**config.mk**
```make
export PLATFORM = sky130hd
export DESIGN_NAME = feeder_dispense_controller_flat
export DESIGN_NICKNAME = d
export VERILOG_FILES = /design/src/rtl/feeder_dispense_controller_if.sv /design/src/rtl/feeder_dispense_controller.sv /design/src/flat_wrapper.sv
export SDC_FILE = /design/constraint.sdc
export NUM_CORES = 1
export LEC_CHECK = 0
export CAP_MARGIN = 25
export CORE_UTILIZATION = 42
export CTS_BUF_LIST = sky130_fd_sc_hd__clkbuf_2
export DETAILED_ROUTE_END_ITERATION = 8
export PLACE_DENSITY = 0.83
export SLEW_MARGIN = 0
export SYNTH_ARGS = -nofsm -noshare
export SYNTH_HDL_FRONTEND = slang
export SYNTH_SLANG_ARGS = --single-unit
```
**constraint.sdc**
```tcl
create_clock -name clock -period 2.7 [get_ports clock]
set_clock_uncertainty 0.15 [all_clocks]
set_input_delay 0.675 -clock clock [delete_from_list [all_inputs] [get_ports clock]]
set_output_delay 0.675 -clock clock [all_outputs]
set_load 0.02 [all_outputs]
```
**src/rtl/feeder_dispense_controller_if.sv**
```systemverilog
// feeder_dispense_controller_if: register-file read/write port used by the feeder controller
interface feeder_dispense_controller_if;
    logic [4:0]  ctrlReadReg;
    logic [31:0] readData;
    logic [4:0]  ctrlWriteReg;
    logic [31:0] writeData;
    logic        wren;

    modport master (
        output ctrlReadReg,
        input  readData,
        output ctrlWriteReg,
        output writeData,
        output wren
    );

    modport slave (
        input  ctrlReadReg,
        output readData,
        input  ctrlWriteReg,
        input  writeData,
        input  wren
    );
endinterface

```
**src/rtl/feeder_dispense_controller.sv**
```systemverilog
// feeder_dispense_controller: polls a command register, acknowledges it, and cycles the feeder servo once per portion (optional done pulse: FEEDER_DONE_PULSE_EN)
module feeder_dispense_controller #(
    parameter logic [4:0] CMD_REG      = 5'd3,
    parameter int         MAX_PORTIONS = 8,
    parameter int         PWM_PERIOD   = 1000000,
    parameter int         PULSE_OPEN   = 100000,
    parameter int         PULSE_CLOSED = 50000,
    parameter int         HOLD_PERIODS = 25
) (
    input  logic                         clock,
    input  logic                         reset_n,
    feeder_dispense_controller_if.master bus,
    output logic                         servo_pwm,
    output logic                         busy,
    output logic [3:0]                   portions_left,
    output logic                         done
);
    localparam int CW = $clog2(PWM_PERIOD);
    localparam int HW = $clog2(HOLD_PERIODS + 1);
    localparam logic [CW-1:0] FRAME_LAST = CW'(PWM_PERIOD - 1);
    localparam logic [CW-1:0] W_OPEN     = CW'(PULSE_OPEN);
    localparam logic [CW-1:0] W_CLOSED   = CW'(PULSE_CLOSED);
    localparam logic [HW-1:0] HOLD_LAST  = HW'(HOLD_PERIODS - 1);
    localparam logic [3:0]    MAXP       = 4'(MAX_PORTIONS);

    typedef enum logic [2:0] {IDLE, ACK, SYNC, OPEN, CLOSE} state_t;

    state_t        state_q, state_d;
    logic [CW-1:0] cnt_q, cnt_d;
    logic [HW-1:0] hold_q, hold_d;
    logic [3:0]    por_q, por_d;
    logic          pwm_q, pwm_d;
    logic          frame_end, hold_done;
    logic [3:0]    n;

    assign frame_end = cnt_q == FRAME_LAST;
    assign hold_done = frame_end && hold_q == HOLD_LAST;
    assign n         = bus.readData[3:0];

    // Next state, frame counter, and servo level; pwm uses the next counter and
    // next state so a position change always lands on a frame boundary.
    always_comb begin
        state_d = state_q;
        hold_d  = hold_q;
        por_d   = por_q;
        cnt_d   = frame_end ? '0 : cnt_q + 1'b1;
        case (state_q)
            IDLE: begin
                if (n != 4'd0) begin
                    por_d   = n > MAXP ? MAXP : n;
                    state_d = ACK;
                end
            end
            ACK:  state_d = SYNC;
            SYNC: state_d = frame_end ? OPEN : SYNC;
            OPEN: begin
                if (frame_end) hold_d = hold_done ? '0 : hold_q + 1'b1;
                if (hold_done) state_d = CLOSE;
            end
            CLOSE: begin
                if (frame_end) hold_d = hold_done ? '0 : hold_q + 1'b1;
                if (hold_done) begin
                    por_d   = por_q > 4'd1 ? por_q - 1'b1 : 4'd0;
                    state_d = por_q > 4'd1 ? OPEN : IDLE;
                end
            end
            default: state_d = IDLE;
        endcase
        pwm_d = cnt_d < (state_d == OPEN ? W_OPEN : W_CLOSED);
    end

    // State and datapath registers; reset aborts any job and drops the servo line.
    always_ff @(posedge clock or negedge reset_n) begin
        if (!reset_n) begin
            state_q <= IDLE;
            cnt_q   <= '0;
            hold_q  <= '0;
            por_q   <= '0;
            pwm_q   <= 1'b0;
        end else begin
            state_q <= state_d;
            cnt_q   <= cnt_d;
            hold_q  <= hold_d;
            por_q   <= por_d;
            pwm_q   <= pwm_d;
        end
    end

`ifdef FEEDER_DONE_PULSE_EN
    logic done_q;

    // One-cycle pulse raised together with the return to IDLE after the last portion.
    always_ff @(posedge clock or negedge reset_n) begin
        if (!reset_n) done_q <= 1'b0;
        else          done_q <= state_q == CLOSE && state_d == IDLE;
    end

    assign done = done_q;
`else
    assign done = 1'b0;
`endif

    assign bus.ctrlReadReg  = CMD_REG;
    assign bus.ctrlWriteReg = CMD_REG;
    assign bus.writeData    = 32'd0;
    assign bus.wren         = state_q == ACK;
    assign servo_pwm        = pwm_q;
    assign busy             = state_q != IDLE;
    assign portions_left    = por_q;
endmodule

```
**src/flat_wrapper.sv**
```systemverilog
// flat-port wrapper written by rule: the top's interface ports become plain ports
module feeder_dispense_controller_flat 
#(
    parameter logic [4:0] CMD_REG      = 5'd3,
    parameter int         MAX_PORTIONS = 8,
    parameter int         PWM_PERIOD   = 1000000,
    parameter int         PULSE_OPEN   = 100000,
    parameter int         PULSE_CLOSED = 50000,
    parameter int         HOLD_PERIODS = 25
)
  (clock, reset_n, servo_pwm, busy, portions_left, done, bus_ctrlReadReg, bus_readData, bus_ctrlWriteReg, bus_writeData, bus_wren);
  feeder_dispense_controller_if bus_i ();
  input  logic clock;
  input  logic reset_n;
  output logic servo_pwm;
  output logic busy;
  output logic [3:0] portions_left;
  output logic done;
  output wire logic [$bits(bus_i.ctrlReadReg)-1:0] bus_ctrlReadReg;
  input wire logic [$bits(bus_i.readData)-1:0] bus_readData;
  output wire logic [$bits(bus_i.ctrlWriteReg)-1:0] bus_ctrlWriteReg;
  output wire logic [$bits(bus_i.writeData)-1:0] bus_writeData;
  output wire logic [$bits(bus_i.wren)-1:0] bus_wren;
  assign bus_ctrlReadReg = bus_i.ctrlReadReg;
  assign bus_i.readData = bus_readData;
  assign bus_ctrlWriteReg = bus_i.ctrlWriteReg;
  assign bus_writeData = bus_i.writeData;
  assign bus_wren = bus_i.wren;
  feeder_dispense_controller #(.CMD_REG(CMD_REG), .MAX_PORTIONS(MAX_PORTIONS), .PWM_PERIOD(PWM_PERIOD), .PULSE_OPEN(PULSE_OPEN), .PULSE_CLOSED(PULSE_CLOSED), .HOLD_PERIODS(HOLD_PERIODS)) u_core (.clock(clock), .reset_n(reset_n), .bus(bus_i), .servo_pwm(servo_pwm), .busy(busy), .portions_left(portions_left), .done(done));
endmodule
```
==> impl_metrics.toml, run 1 <==
[yosys]
synth_top_area_share_pct = 34.5
synth_top_family_by_area = "simple AND/OR/NAND/NOR gates"
synth_compound_gate_area_share_pct = 12.8
yosys.area_share.xor_xnor_pct = 6.23
yosysMostFrequentCell = "buf_4"
synth.distinct_cells = 52
synth-seq-cells = 33
synth_commonest_cells = "buf_4, dfrtp_1, nor2_1"
synth.area.top_cells = "dfrtp_1, buf_4, ha_1"
yosys_warnings = 0
async_reset_ff_share_pct = 100
synth_edf_count = 0
postSynthCellCount = 257
synth_top_area_cell = "dfrtp_1"
ys.flop_type = "dfrtp_1"
synth_area_per_cell_um2 = 9.30
netlist_area_mm2 = 0.00239
synth_fa_ha_area_share_pct = 6.28
synth_seq_area_share_pct = 34.5
synthMuxAreaShare_pct = 0.419
synthSimpleGateAreaFrac_pct = 23.2

[job]
drv_cap = 0

[routing]
drc = 0
wire_per_inst_um = 13.0
maxUsedRoutingLayer = "met4"
drtAntennaViolNets = 0
viasPerCell = 5.03
drtIter0Drc = 210
wl_um = 5070
wl_met3_um = 221
wl_met1_um = 2180
vias = 1963
met2WireLength_um = 2600
firstDrtPassIters = 4

[die]
initial_utilization_pct = 43.4
fp-row-count = 27
ioPinCount = 84
dieArea_mm2 = 0.00600
coreArea_mm2 = 0.00551
die_y_um = 77.5
die_x_um = 77.5

[critical_path]
max_stage_delay_ps = 530
worstSetupStartpoint = "u_core.hold_q[0]$_DFFE_PN0P_"
crit_slowest_cell = "or4_4"
reg2reg_slack_ps = -210
critical_path_class = "flip-flop to flip-flop"
r2r_start = "u_core.hold_q[0]$_DFFE_PN0P_"
cp_common_cell = "ha_4"
path_max_fanout = 5
critPathLaunchType = "flip-flop"
crit_cells = 13
endpoint_kind = "flip-flop"
crit_required_ps = 2830
reg2reg_depth = 13
cp_num_buf_inv = 1
worstPathCellList = "inv_2 > ha_4 > and4b_1 > nand2_2 > or4_4 > o21a_4 > ha_4 > a21o_1 > a21oi_2 > o21ai_1 > and2_1 > nand4_1 > o211a_1"
cpLargestDelayFamily = "simple AND/OR/NAND/NOR gates"
endpoint = "u_core.servo_pwm$_DFF_PN0_"
crit_arrival_ps = 3040
r2r-end = "u_core.servo_pwm$_DFF_PN0_"

[grt]
grt_pass1_vias = 1785
grt_max_degree = 34
antenna_found_initial = 0
grt_use_total_pct = 17.4
grt_overflow_total = 0
grt_pass1_wl_um = 8290

[finish]
final_nets = 363
drive_above_1_share_pct = 24.5
syn2layout_area_growth_pct = 21.7
fin_area_mm2 = 0.00291
multi_input_area_mm2 = 0.00142
fillers = 477
seq_area_um2 = 826
antennaDiodeCount = 0

[cts]
clockBufferDepth = 2
cts_tree = "done"
cts_max_level = 2
clkLatencyLatePin_ps = 390
cts.sinks = 33
cts.clk_slew.worst_paths_ps = 180
root_buffer = "clkbuf_2"
cts_made_buffers = 5

[timing]
slew_violations = 0
timing.final.hold_violations = 0
fin_setup_tns_ps = -210
period_share_pct = 108
setup_violations = 1
tightest_slew_ps = 576
max_freq_mhz = 344
finalWorstSetupSlack_ps = -210
slew_headroom_pct = 61.2
finalCriticalPeriod_ps = 2910
rsz0062_at_grt = "yes"

[run_status]
status = "finished, violations left"
violations = "setup timing"

[place]
dp_hpwl_um = 3600
place_area_mm2 = 0.00274
gp_congestion = 0.916
io_buffers = 12

[pwr]
peakVddDrop_v = 0.000133
power_density_mw_per_mm2 = 311
p_leak_nw = 1.33

[hold_path]
hold_class = "flip-flop to flip-flop"
what timing repair did:
action,in CTS,in global routing
resized for setup,9,10
pin swaps,2,12
setup endpoints to repair,2,1
hold buffers,0,0
setup buffers,1,2
cells by family after synthesis:
logic type / Yosys count
adders and majority gates: 12
other: 2
AOI/OAI and AO/OA: 41
xor gates and xnor gates: 17
DFF: 33
and+or+nand+nor: 95
buffers and inverters: 56
muxes: 1
power breakdown:
| part | leakage, nW | switching, mW | internal, mW |
|---|---|---|---|
| clock | 0.0406 | 0.171 | 0.158 |
| sequential | 0.420 | 0.000630 | 0.495 |
| combinational | 0.873 | 0.0684 | 0.0120 |
| total | 1.33 | 0.240 | 0.665 |
routing by layer:
layer	vias to the layer above	track usage, %
li1	946	-
met3	8	3.76
met1	947	21.9
met5	-	0
met2	62	29.4
met4	0	6.23
state kept, by name, indices dropped and copies added, names as in the netlist:
register	flops
u_core.portions_left	4
u_core.cnt_q	20
u_core.servo_pwm	1
u_core.hold_q	5
u_core.state_q	3
placed cells by master, fill, tap and decap left out, types with 2 or more instances in the layout:
cell and instances:
clkdlybuf4s50_1 11, and3_1 3, o211ai_1 2, nor4b_4 3, nand2b_1 2, ha_4 3
or3_1 3, dfrtp_1 33, buf_4 47, o21ai_1 3, nand2_1 16, ha_1 9
nand4_1 8, nor2b_1 3, o31ai_4 2, o21ai_0 13, o31ai_1 2, inv_1 5
nor4_1 2, xor2_1 7, xnor2_1 10, nand3_1 14, and2_2 2, nor3_1 8
and2_1 2, a22o_1 4, clkbuf_2 6, nor2_1 18, inv_2 2, a31oi_1 2
a21oi_1 3, conb_1 43
how the worst min path moves through the flow:
stage / from / depth (start not counted) / to
after floorplan: reset_n / 0 / u_core.cnt_q[0]$_DFF_PN0_
after global placement: u_core.cnt_q[0]$_DFF_PN0_ / 2 / u_core.cnt_q[0]$_DFF_PN0_
after detailed placement: u_core.cnt_q[0]$_DFF_PN0_ / 2 / u_core.cnt_q[0]$_DFF_PN0_
after CTS: u_core.cnt_q[0]$_DFF_PN0_ / 2 / u_core.cnt_q[0]$_DFF_PN0_
after global routing: u_core.cnt_q[0]$_DFF_PN0_ / 2 / u_core.cnt_q[0]$_DFF_PN0_
final: u_core.cnt_q[0]$_DFF_PN0_ / 2 / u_core.cnt_q[0]$_DFF_PN0_
stage by stage:
step / setup WS [ps] / util (%) / hold WS, ps / total power, mW / cells
2_1_floorplan: -164 / - / 229 / 0.611 / 298
3_3_place_gp: -205 / 49.8 / 371 / 0.585 / 379
3_5_place_dp: -233 / 49.8 / 379 / 0.585 / 379
4_1_cts: -194 / 51.5 / 401 / 0.911 / 388
5_1_grt: -344 / 52.9 / 416 / 0.938 / 390
6_report: -210 / 52.9 / 401 / 0.906 / 390
worst reg2reg max path, stage by stage (launching register included):
cell and delay (ps):
dfrtp_1 430, inv_2 90, ha_4 130, and4b_1 230, nand2_2 80, or4_4 530
o21a_4 170, ha_4 270, a21o_1 130, a21oi_2 60, o21ai_1 70, and2_1 130
nand4_1 90, o211a_1 240
layout make-up:
| type | instances | share of cell area, % |
|---|---|---|
| clock buffers | 6 | 1.03 |
| clock inverters | 2 | 1.16 |
| inverters | 8 | 1.12 |
| multi-input cells | 209 | 48.6 |
| flip-flops and latches | 33 | 28.4 |
| well taps | 72 | 3.10 |
| repair buffers | 60 | 16.6 |
No activity file was read; power rests on OpenSTA's default activity.
==> run 2: changes to the inputs <==
SLEW_MARGIN = unset   (was 0)
==> results of run 2 <==
The final DEF is identical to that of run 1; final timing and power are the same.
==> run 3: changes to the inputs <==
CORE_UTILIZATION = 41   (was 42)
CTS_BUF_LIST = sky130_fd_sc_hd__clkbuf_4 sky130_fd_sc_hd__clkbuf_8 sky130_fd_sc_hd__clkbuf_16   (was sky130_fd_sc_hd__clkbuf_2)
PLACE_DENSITY = 0.82   (was 0.83)
==> impl_metrics.toml, run 3 (same netlist as run 1, synthesis figures left out) <==
[run_status]
status = "finished, violations left"
violations = "setup timing"

[routing]
met2WireLength_um = 2540
drtIter0Drc = 107
viasPerCell = 5.04
wl_um = 5120
wire_per_inst_um = 13.0
drc = 0
maxUsedRoutingLayer = "met4"
drtAntennaViolNets = 0
vias = 1980
firstDrtPassIters = 4
wl_met3_um = 191
wl_met1_um = 2240

[die]
die_x_um = 78.4
fp-row-count = 27
coreArea_mm2 = 0.00557
dieArea_mm2 = 0.00614
initial_utilization_pct = 42.9
die_y_um = 78.4
ioPinCount = 84

[grt]
grt_pass1_vias = 1866
grt_overflow_total = 0
grt_pass1_wl_um = 8740
grt_max_degree = 34
antenna_found_initial = 0
grt_use_total_pct = 18.6

[cts]
clockBufferDepth = 2
root_buffer = "clkbuf_8"
cts_made_buffers = 5
cts.clk_slew.worst_paths_ps = 60
cts.sinks = 33
cts_max_level = 2
clkLatencyLatePin_ps = 290
cts_tree = "done"

[critical_path]
reg2reg_depth = 11
max_stage_delay_ps = 560
critPathLaunchType = "flip-flop"
r2r_start = "u_core.cnt_q[10]$_DFF_PN0_"
cpLargestDelayFamily = "simple AND/OR/NAND/NOR gates"
crit_cells = 11
crit_slowest_cell = "or4_4"
endpoint_kind = "flip-flop"
path_max_fanout = 4
worstSetupStartpoint = "u_core.cnt_q[10]$_DFF_PN0_"
crit_required_ps = 2780
cp_num_buf_inv = 2
critical_path_class = "flip-flop to flip-flop"
crit_arrival_ps = 3030
cp_common_cell = "buf_4"
worstPathCellList = "nor4b_4 > nand4_4 > or4_4 > o21a_4 > buf_4 > buf_4 > ha_1 > nor2_1 > o2111ai_1 > a31oi_1 > o211a_1"

[timing]
period_share_pct = 109
setup_violations = 1
slew_violations = 0
fin_setup_tns_ps = -250
finalCriticalPeriod_ps = 2950
slew_headroom_pct = 62.8
finalWorstSetupSlack_ps = -250
rsz0062_at_grt = "yes"
timing.final.hold_violations = 0
tightest_slew_ps = 558
max_freq_mhz = 339

[finish]
final_nets = 366
final_cell_mix = "buf_4, conb_1, dfrtp_1, nor2_1, nand2_1"
antennaDiodeCount = 0
layout_commonest_cell = "buf_4"
fillers = 485
drive_above_1_share_pct = 25.5
largest_register_ffs = 20
regMostFlops = "u_core.cnt_q"
syn2layout_area_growth_pct = 24.4

[hold_path]
hold_class = "flip-flop to flip-flop"
hold_depth = 1
min_from = "u_core.cnt_q[0]$_DFF_PN0_"

[pwr]
switchingPower_mw = 0.247
power_frac_comb_pct = 7.6
peakVddDrop_v = 0.000255
p_sw_share_pct = 23.2
p_leak_nw = 1.36
clockPowerShare_pct = 45.9
pwr-share-seq_pct = 46.6
internal_power_mw = 0.818
power_density_mw_per_mm2 = 358

[place]
gp_congestion = 0.918
dp_hpwl_um = 3710
io_buffers = 12
dp_slack_ps = -299

[job]
drv_cap = 0
[run 3: cell types whose count changed in the layout (fill, tap and decap cells not counted), sizes merged]
cell	previous run	this run
buf	48	51
clkbuf	6	7
clkdlybuf4s50	11	12
clkinv	1	0
dlygate4sd2	1	0
[run 3: worst reg2reg max path: stages (launching register included)]
cell and delay (ps):
dfrtp_1 400, nor4b_4 380, nand4_4 150, or4_4 560
o21a_4 170, buf_4 150, buf_4 130, ha_1 160
nor2_1 130, o2111ai_1 170, a31oi_1 200, o211a_1 150
[run 3: final cells by class]
type / instances / area [um^2] / share of cell area [%]
clock buffer: 7 / 90.1 / 3.03
inverter: 8 / 30.0 / 1.01
tap: 72 / 90.1 / 3.03
timing repair buffer: 63 / 507 / 17.0
clock inverter: 1 / 30.0 / 1.01
multi-input combinational: 209 / 1400 / 47.1
sequential: 33 / 826 / 27.8
[run 3: timing repair]
| action | CTS | global route |
|---|---|---|
| setup buffers | 2 | 1 |
| hold buffers | 0 | 0 |
| resized for setup | 13 | 3 |
| pin swaps | 7 | 7 |
| setup endpoints to repair | 1 | 1 |
[run 3: final timing paths]
| check | slack (ps) | endpoint |
|---|---|---|
| max in group asynchronous | 1440 | u_core.cnt_q[17]$_DFF_PN0_ |
| worst min register to register | 320 | u_core.cnt_q[0]$_DFF_PN0_ |
| worst min-delay path | 320 | u_core.cnt_q[0]$_DFF_PN0_ |
| min in group asynchronous | 660 | u_core.hold_q[3]$_DFFE_PN0P_ |
| worst max-delay path | -250 | u_core.servo_pwm$_DFF_PN0_ |
| worst max register to register | -250 | u_core.servo_pwm$_DFF_PN0_ |
[run 3: metrics by stage]
stage               power [mW]  std cells  hold slack [ps]  area [um^2]  util, %
detailed placement       0.586        382              316         2760     49.6
finish                    1.06        393              325         2970     53.4
global route              1.11        393              347         2970     53.4
floorplan                0.611        298              229         2560        -
global placement         0.585        382              311         2760     49.6
CTS                       1.07        392              325         2950     52.9
[run 3: layer usage]
metal | global-route usage, % | up-vias
li1 | - | 946
met1 | 21.2 | 965
met5 | 0 | -
met2 | 31.8 | 52
met3 | 4.19 | 17
met4 | 10.6 | 0
[run 3: power groups by stage]
stage / clock [mW] / sequential [mW] / combinational, mW
after global routing: 0.522 / 0.496 / 0.0880
after global placement: 0 / 0.505 / 0.0800
final: 0.488 / 0.496 / 0.0805
after CTS: 0.496 / 0.496 / 0.0803
after floorplan: 0 / 0.506 / 0.104
after detailed placement: 0 / 0.505 / 0.0803
